===== src/rtl/core_pkg.sv =====
// Shared definitions for the memory-stage data-bus master: FSM states,
// funct3 access-size encodings and a helper that maps funct3 to a size.
package core_pkg;

  typedef enum logic [1:0] {
    ST_IDLE = 2'd0,
    ST_BUSY = 2'd1,
    ST_RESP = 2'd2
  } mem_state_t;

  localparam logic [2:0] F3_B  = 3'b000;
  localparam logic [2:0] F3_H  = 3'b001;
  localparam logic [2:0] F3_W  = 3'b010;
  localparam logic [2:0] F3_BU = 3'b100;
  localparam logic [2:0] F3_HU = 3'b101;

  typedef enum logic [1:0] {
    SZ_BYTE = 2'd0,
    SZ_HALF = 2'd1,
    SZ_WORD = 2'd2
  } access_size_t;

  // Unused encodings (011/110/111) fall through to word accesses.
  function automatic access_size_t access_size(input logic [2:0] funct3);
    case (funct3)
      F3_B, F3_BU: return SZ_BYTE;
      F3_H, F3_HU: return SZ_HALF;
      default:     return SZ_WORD;
    endcase
  endfunction

endpackage


===== src/rtl/store_align.sv =====
// Byte-enable and lane-replication generator for data-bus accesses.
// Loads reuse the same byte-enable pattern as stores of the same size.
module store_align
  import core_pkg::*;
(
  input  logic [2:0]  funct3,
  input  logic [1:0]  byte_offset,
  input  logic [31:0] store_data,
  output logic [3:0]  byte_en,
  output logic [31:0] lane_data
);

  always_comb begin
    byte_en   = 4'b1111;
    lane_data = store_data;
    case (access_size(funct3))
      SZ_BYTE: begin
        byte_en   = 4'b0001 << byte_offset;
        lane_data = {4{store_data[7:0]}};
      end
      SZ_HALF: begin
        byte_en   = 4'b0011 << byte_offset;
        lane_data = {2{store_data[15:0]}};
      end
      default: begin
        byte_en   = 4'b1111;
        lane_data = store_data;
      end
    endcase
  end

endmodule


===== src/rtl/data_mem_interface.sv =====
// Memory-stage data-bus master: issues aligned load/store transactions,
// stalls the pipeline until ack or timeout, and captures raw load data.
module data_mem_interface
  import core_pkg::*;
#(
  parameter int TIMEOUT_CYCLES = 255,
  parameter int CNT_W          = 10
) (
  input  logic        CLK,
  input  logic        RESETn,
  input  logic        MemReadM,
  input  logic        MemWriteM,
  input  logic [2:0]  Funct3M,
  input  logic [31:0] AddrM,
  input  logic [31:0] WriteDataM,
  output logic        DBusReq,
  output logic        DBusWe,
  output logic [31:0] DBusAddr,
  output logic [3:0]  DBusBE,
  output logic [31:0] DBusWData,
  input  logic        DBusAck,
  input  logic [31:0] DBusRData,
  output logic        StallM,
  output logic [31:0] ReadDataRawW,
  output logic [1:0]  ByteOffsetW,
  output logic [2:0]  Funct3W,
  output logic        MisalignM,
  output logic        BusErrM
);

  localparam logic [CNT_W-1:0] CNT_LAST = CNT_W'(TIMEOUT_CYCLES - 1);

  mem_state_t       state;
  logic [CNT_W-1:0] wait_cnt;
  logic             access;
  logic             misaligned;
  logic             issue;
  logic [3:0]       be_next;
  logic [31:0]      wdata_next;

  assign access = MemReadM | MemWriteM;

  always_comb begin
    misaligned = 1'b0;
    case (access_size(Funct3M))
      SZ_HALF: misaligned = AddrM[0];
      SZ_WORD: misaligned = |AddrM[1:0];
      default: misaligned = 1'b0;
    endcase
  end

  // A misaligned access never reaches the bus; the pipeline traps instead.
  assign issue     = (state == ST_IDLE) && access && !misaligned;
  assign MisalignM = (state == ST_IDLE) && access && misaligned;
  assign StallM    = issue || (state == ST_BUSY);

  store_align u_store_align (
    .funct3      (Funct3M),
    .byte_offset (AddrM[1:0]),
    .store_data  (WriteDataM),
    .byte_en     (be_next),
    .lane_data   (wdata_next)
  );

  always_ff @(posedge CLK or negedge RESETn) begin
    if (!RESETn) begin
      state        <= ST_IDLE;
      wait_cnt     <= '0;
      DBusReq      <= 1'b0;
      DBusWe       <= 1'b0;
      DBusAddr     <= '0;
      DBusBE       <= '0;
      DBusWData    <= '0;
      ReadDataRawW <= '0;
      ByteOffsetW  <= '0;
      Funct3W      <= '0;
      BusErrM      <= 1'b0;
    end else begin
      BusErrM <= 1'b0;
      case (state)
        ST_IDLE: begin
          if (issue) begin
            DBusReq     <= 1'b1;
            DBusWe      <= MemWriteM;
            DBusAddr    <= {AddrM[31:2], 2'b00};
            DBusBE      <= be_next;
            DBusWData   <= wdata_next;
            ByteOffsetW <= AddrM[1:0];
            Funct3W     <= Funct3M;
            wait_cnt    <= '0;
            state       <= ST_BUSY;
          end
        end
        ST_BUSY: begin
          wait_cnt <= wait_cnt + 1'b1;
          // An ack arriving on the final permitted cycle still completes normally.
          if (DBusAck) begin
            DBusReq <= 1'b0;
            if (!DBusWe) ReadDataRawW <= DBusRData;
            state <= ST_RESP;
          end else if (wait_cnt == CNT_LAST) begin
            DBusReq      <= 1'b0;
            BusErrM      <= 1'b1;
            ReadDataRawW <= '0;
            state        <= ST_RESP;
          end
        end
        ST_RESP: begin
          state <= ST_IDLE;
        end
        default: begin
          state <= ST_IDLE;
        end
      endcase
    end
  end

endmodule

===== config.mk =====
export PLATFORM = sky130hd
export DESIGN_NAME = data_mem_interface
export DESIGN_NICKNAME = d
export VERILOG_FILES = /design/src/rtl/core_pkg.sv /design/src/rtl/store_align.sv /design/src/rtl/data_mem_interface.sv
export SDC_FILE = /design/constraint.sdc
export NUM_CORES = 1
export LEC_CHECK = 0
export CAP_MARGIN = 20
export CORE_ASPECT_RATIO = 0.5
export CORE_MARGIN = 1
export CORE_UTILIZATION = 32
export CTS_CLUSTER_SIZE = 40
export DETAILED_ROUTE_END_ITERATION = 12
export GPL_TIMING_DRIVEN = 0
export HOLD_SLACK_MARGIN = 0.02
export SLEW_MARGIN = 10
export SYNTH_ARGS = -nofsm -noshare
export SYNTH_HDL_FRONTEND = slang
export SYNTH_SLANG_ARGS = --single-unit

===== constraint.sdc =====
create_clock -name CLK -period 2.3 [get_ports CLK]
set_input_delay 0.46 -clock CLK [delete_from_list [all_inputs] [get_ports CLK]]
set_output_delay 0.46 -clock CLK [all_outputs]
set_load 0.02 [all_outputs]

==> results.yml, run 1 <==
cells_and_area:
  layout-drive-gt1-share_pct: 17.37
  area_delta_synth_final_pct: 58.97
  final_cells: 837
  final_nets: 732
  antenna_cells: 0
floorplanning:
  core-area_um2: 14820
  rows: 31
  die_w_um: 178.5
  fp.dieH_um: 90.23
  die_area_um2: 16100
  start_util_pct: 33.63
  ioPinCount: 214
synthesis:
  yosysWarningCount: 0
  synth-edff-count: 0
  synth_area_leader_cell: "dfrtp_1"
  synth_flop_cell: "dfrtp_1"
  ys_types: 49
  async_reset_ff_share_pct: 100.0
  ys_top_cells_by_count: "118 x dfrtp_1, 34 x mux2_2, 34 x o21ai_0"
  synth_area_per_cell_um2: 12.68
  synth_seq_area_share_pct: 59.27
  yosysTopAreaCellShare_pct: 59.27
  synth.area.top_cells: "dfrtp_1 59%, mux2_2 7.7%, a22o_1 5.6%, mux2i_1 4.8%, o21ai_0 3.4%"
  synth-seq-cells: 118
  netlist_area_um2: 4982
  syn_inst: 393
  yosysMostFrequentCell: "dfrtp_1"
worst_setup_path:
  cp.required_ns: 1.84
  cp-end-kind: "output pin"
  worst-path-max-fanout: 10
  crit_arrival_ns: 1.75
  startpoint_type: "input pin"
  worstSetupPathType: "in -> out"
hold_path:
  min_path_type: "reg -> reg"
routing:
  postRouteAntennaNets: 0
  drc: 0
  wl_um: 14250
  vias: 3958
  dr.first_iter.drc_count: 140
  wl_per_cell_um: 17.03
  avgViaCountPerCell: 4.729
  drtPass1Iterations: 4
place:
  dp_hpwl_um: 10320
  portBuffers: 209
  gp_congestion: 0.7844
  dp_cells: 802
outcome:
  status: "completed"
clock_tree:
  cts_sinks: 118
  cts_tree: "yes"
  cts_made_buffers: 17
  clk_path_buf_depth: 2
  root_buffer: "clkbuf_16"
  clkTransAtPathRegs_ns: 0.06
  insertion_delay_ns: 0.40
  cts_max_level: 4
timing:
  fin_crit_sh_pct: 96.02
  tightestPinTransition_ns: 0.7715
  drv_slew: 0
  max_freq_mhz: 452.8
  min_period_ns: 2.208
  setup_viol: 0
  whs_ns: 0.4798
  maxSlewHeadroom_pct: 48.57
  hold_violations: 0
  fin_worst_skew_ns: 0.01053
global_routing:
  grt_max_degree: 74
  grt-ovfl-total: 0
  antenna_found_initial: 0
  grt_first_pass_wirelength_um: 22640
  grt_pass1_vias: 4075
  grt_util_all_layers_pct: 18.28
pwr:
  power_leakage_nw: 3.444
  powerDensity_nw_per_um2: 1308
  peakVddDrop_uv: 530.6
job:
  maxCapViolations: 0
-- metrics by stage --
stage	setup slack (ns)	instance area [um2]	util, %	total power [W]	TNS [ns]
2_1_floorplan	0.5008	4986	-	0.005648	0
3_3_place_gp	-4.146	7326	49.44	0.007934	-488.45
3_5_place_dp	-0.6234	7355	49.64	0.007988	-0.9510
4_1_cts	0.03861	7910	53.39	0.01047	0
5_1_grt	-0.005254	7920	53.45	0.01092	-0.009915
6_report	0.09164	7920	53.45	0.01036	0
-- metal layers --
metal | share of wire (%) | track usage [%] | vias up
li1 | - | - | 1896
met3 | 4.7 | 4.315 | 6
met1 | 46 | 24.46 | 1961
met5 | 0 | 0 | -
met2 | 49 | 29.36 | 95
met4 | 0.74 | 5.297 | 0
-- worst max-delay path: stages --
cell           delay, ns
dlygate4sd2_1       0.35
nor2_4              0.08
o221ai_4            0.24
buf_6               0.15
buf_6               0.16
nand2_2             0.10
buf_4               0.19
-- flip-flops by register name, summed over array words and instances (netlist names) --
signal        cells
DBusBE            4
DBusWData        32
DBusWe            1
wait_cnt         10
DBusAddr         30
DBusReq           1
Funct3W           3
ByteOffsetW       2
BusErrM           1
ReadDataRawW     32
state             2
-- kinds of logic after synthesis --
logic type                 Yosys count  synth area share, %
adders and majority gates            2               0.5022
buffers and inverters               33                3.842
other                                1              0.07527
DFF                                118                59.27
muxes                               64                14.31
AOI/OAI and AO/OA                  103                14.62
and+or+nand+nor                     72                7.384
-- path summary, 6_finish.rpt --
| check | start | end | slack (ns) | depth (start not counted) |
|---|---|---|---|---|
| hold reg to reg | DBusWData[17] | DBusWData[17] | 0.48 | 2 |
| setup / recovery | AddrM[1] | StallM | 0.09 | 7 |
| max in group asynchronous | RESETn | ReadDataRawW[13] | 1.02 | 3 |
| hold / removal | DBusWData[17] | DBusWData[17] | 0.48 | 2 |
| setup reg to reg | wait_cnt[0] | ReadDataRawW[13] | 0.40 | 7 |
| min in group asynchronous | RESETn | DBusWData[0] | 0.57 | 2 |
-- what timing repair did --
action,4_1_cts,5_1_grt
endpoints found under the hold margin,42,0
setup buffers,1,1
pin swaps,2,1
gates cloned,0,0
hold buffers,1,0
resized for setup,11,1
endpoints found under the setup margin,2,2
-- power by group --
group          internal (W)  switching (W)  leakage (nW)
clock network       0.00141        0.00101         0.255
registers           0.00295       0.000503          1.44
logic               0.00231        0.00218          1.74
total               0.00667        0.00369          3.44
-- cell usage in the layout (no fill, tap or decap), types with 5 or more instances in the layout --
master / count
a21oi_1: 14
a22o_1: 32
buf_2: 15
buf_4: 6
buf_6: 6
clkbuf_1: 5
clkbuf_16: 17
clkdlybuf4s50_1: 202
clkinvlp_4: 5
dfrtp_1: 118
dlygate4sd2_1: 5
inv_1: 5
mux2_2: 34
mux2_4: 6
mux2i_1: 24
nand2_1: 32
nand3_1: 8
nand4_1: 5
nor2_1: 9
o21ai_0: 34
-- cell type report --
type | count | area (um2)
Clock buffer | 18 | 439.2
Fill cell | 1325 | 6897
Sequential cell | 118 | 2953
Buffer | 28 | 172.7
Multi-Input combinational cell | 243 | 1851
Tap cell | 198 | 247.7
Timing Repair Buffer | 213 | 2137
Inverter | 5 | 18.77
Clock inverter | 14 | 101.3
Note: power is estimated with default switching activity, not from simulation.
==> run 2, diff against run 1 <==
--- a/config.mk
+++ b/config.mk
@@ -9,6 +9,7 @@
 export CORE_ASPECT_RATIO = 0.5
 export CORE_MARGIN = 1
 export CORE_UTILIZATION = 32
+export CTS_CLUSTER_DIAMETER = 30
 export CTS_CLUSTER_SIZE = 40
 export DETAILED_ROUTE_END_ITERATION = 12
 export GPL_TIMING_DRIVEN = 0
==> results of run 2 <==
No change in the layout: final DEF, timing and power equal those of run 1.
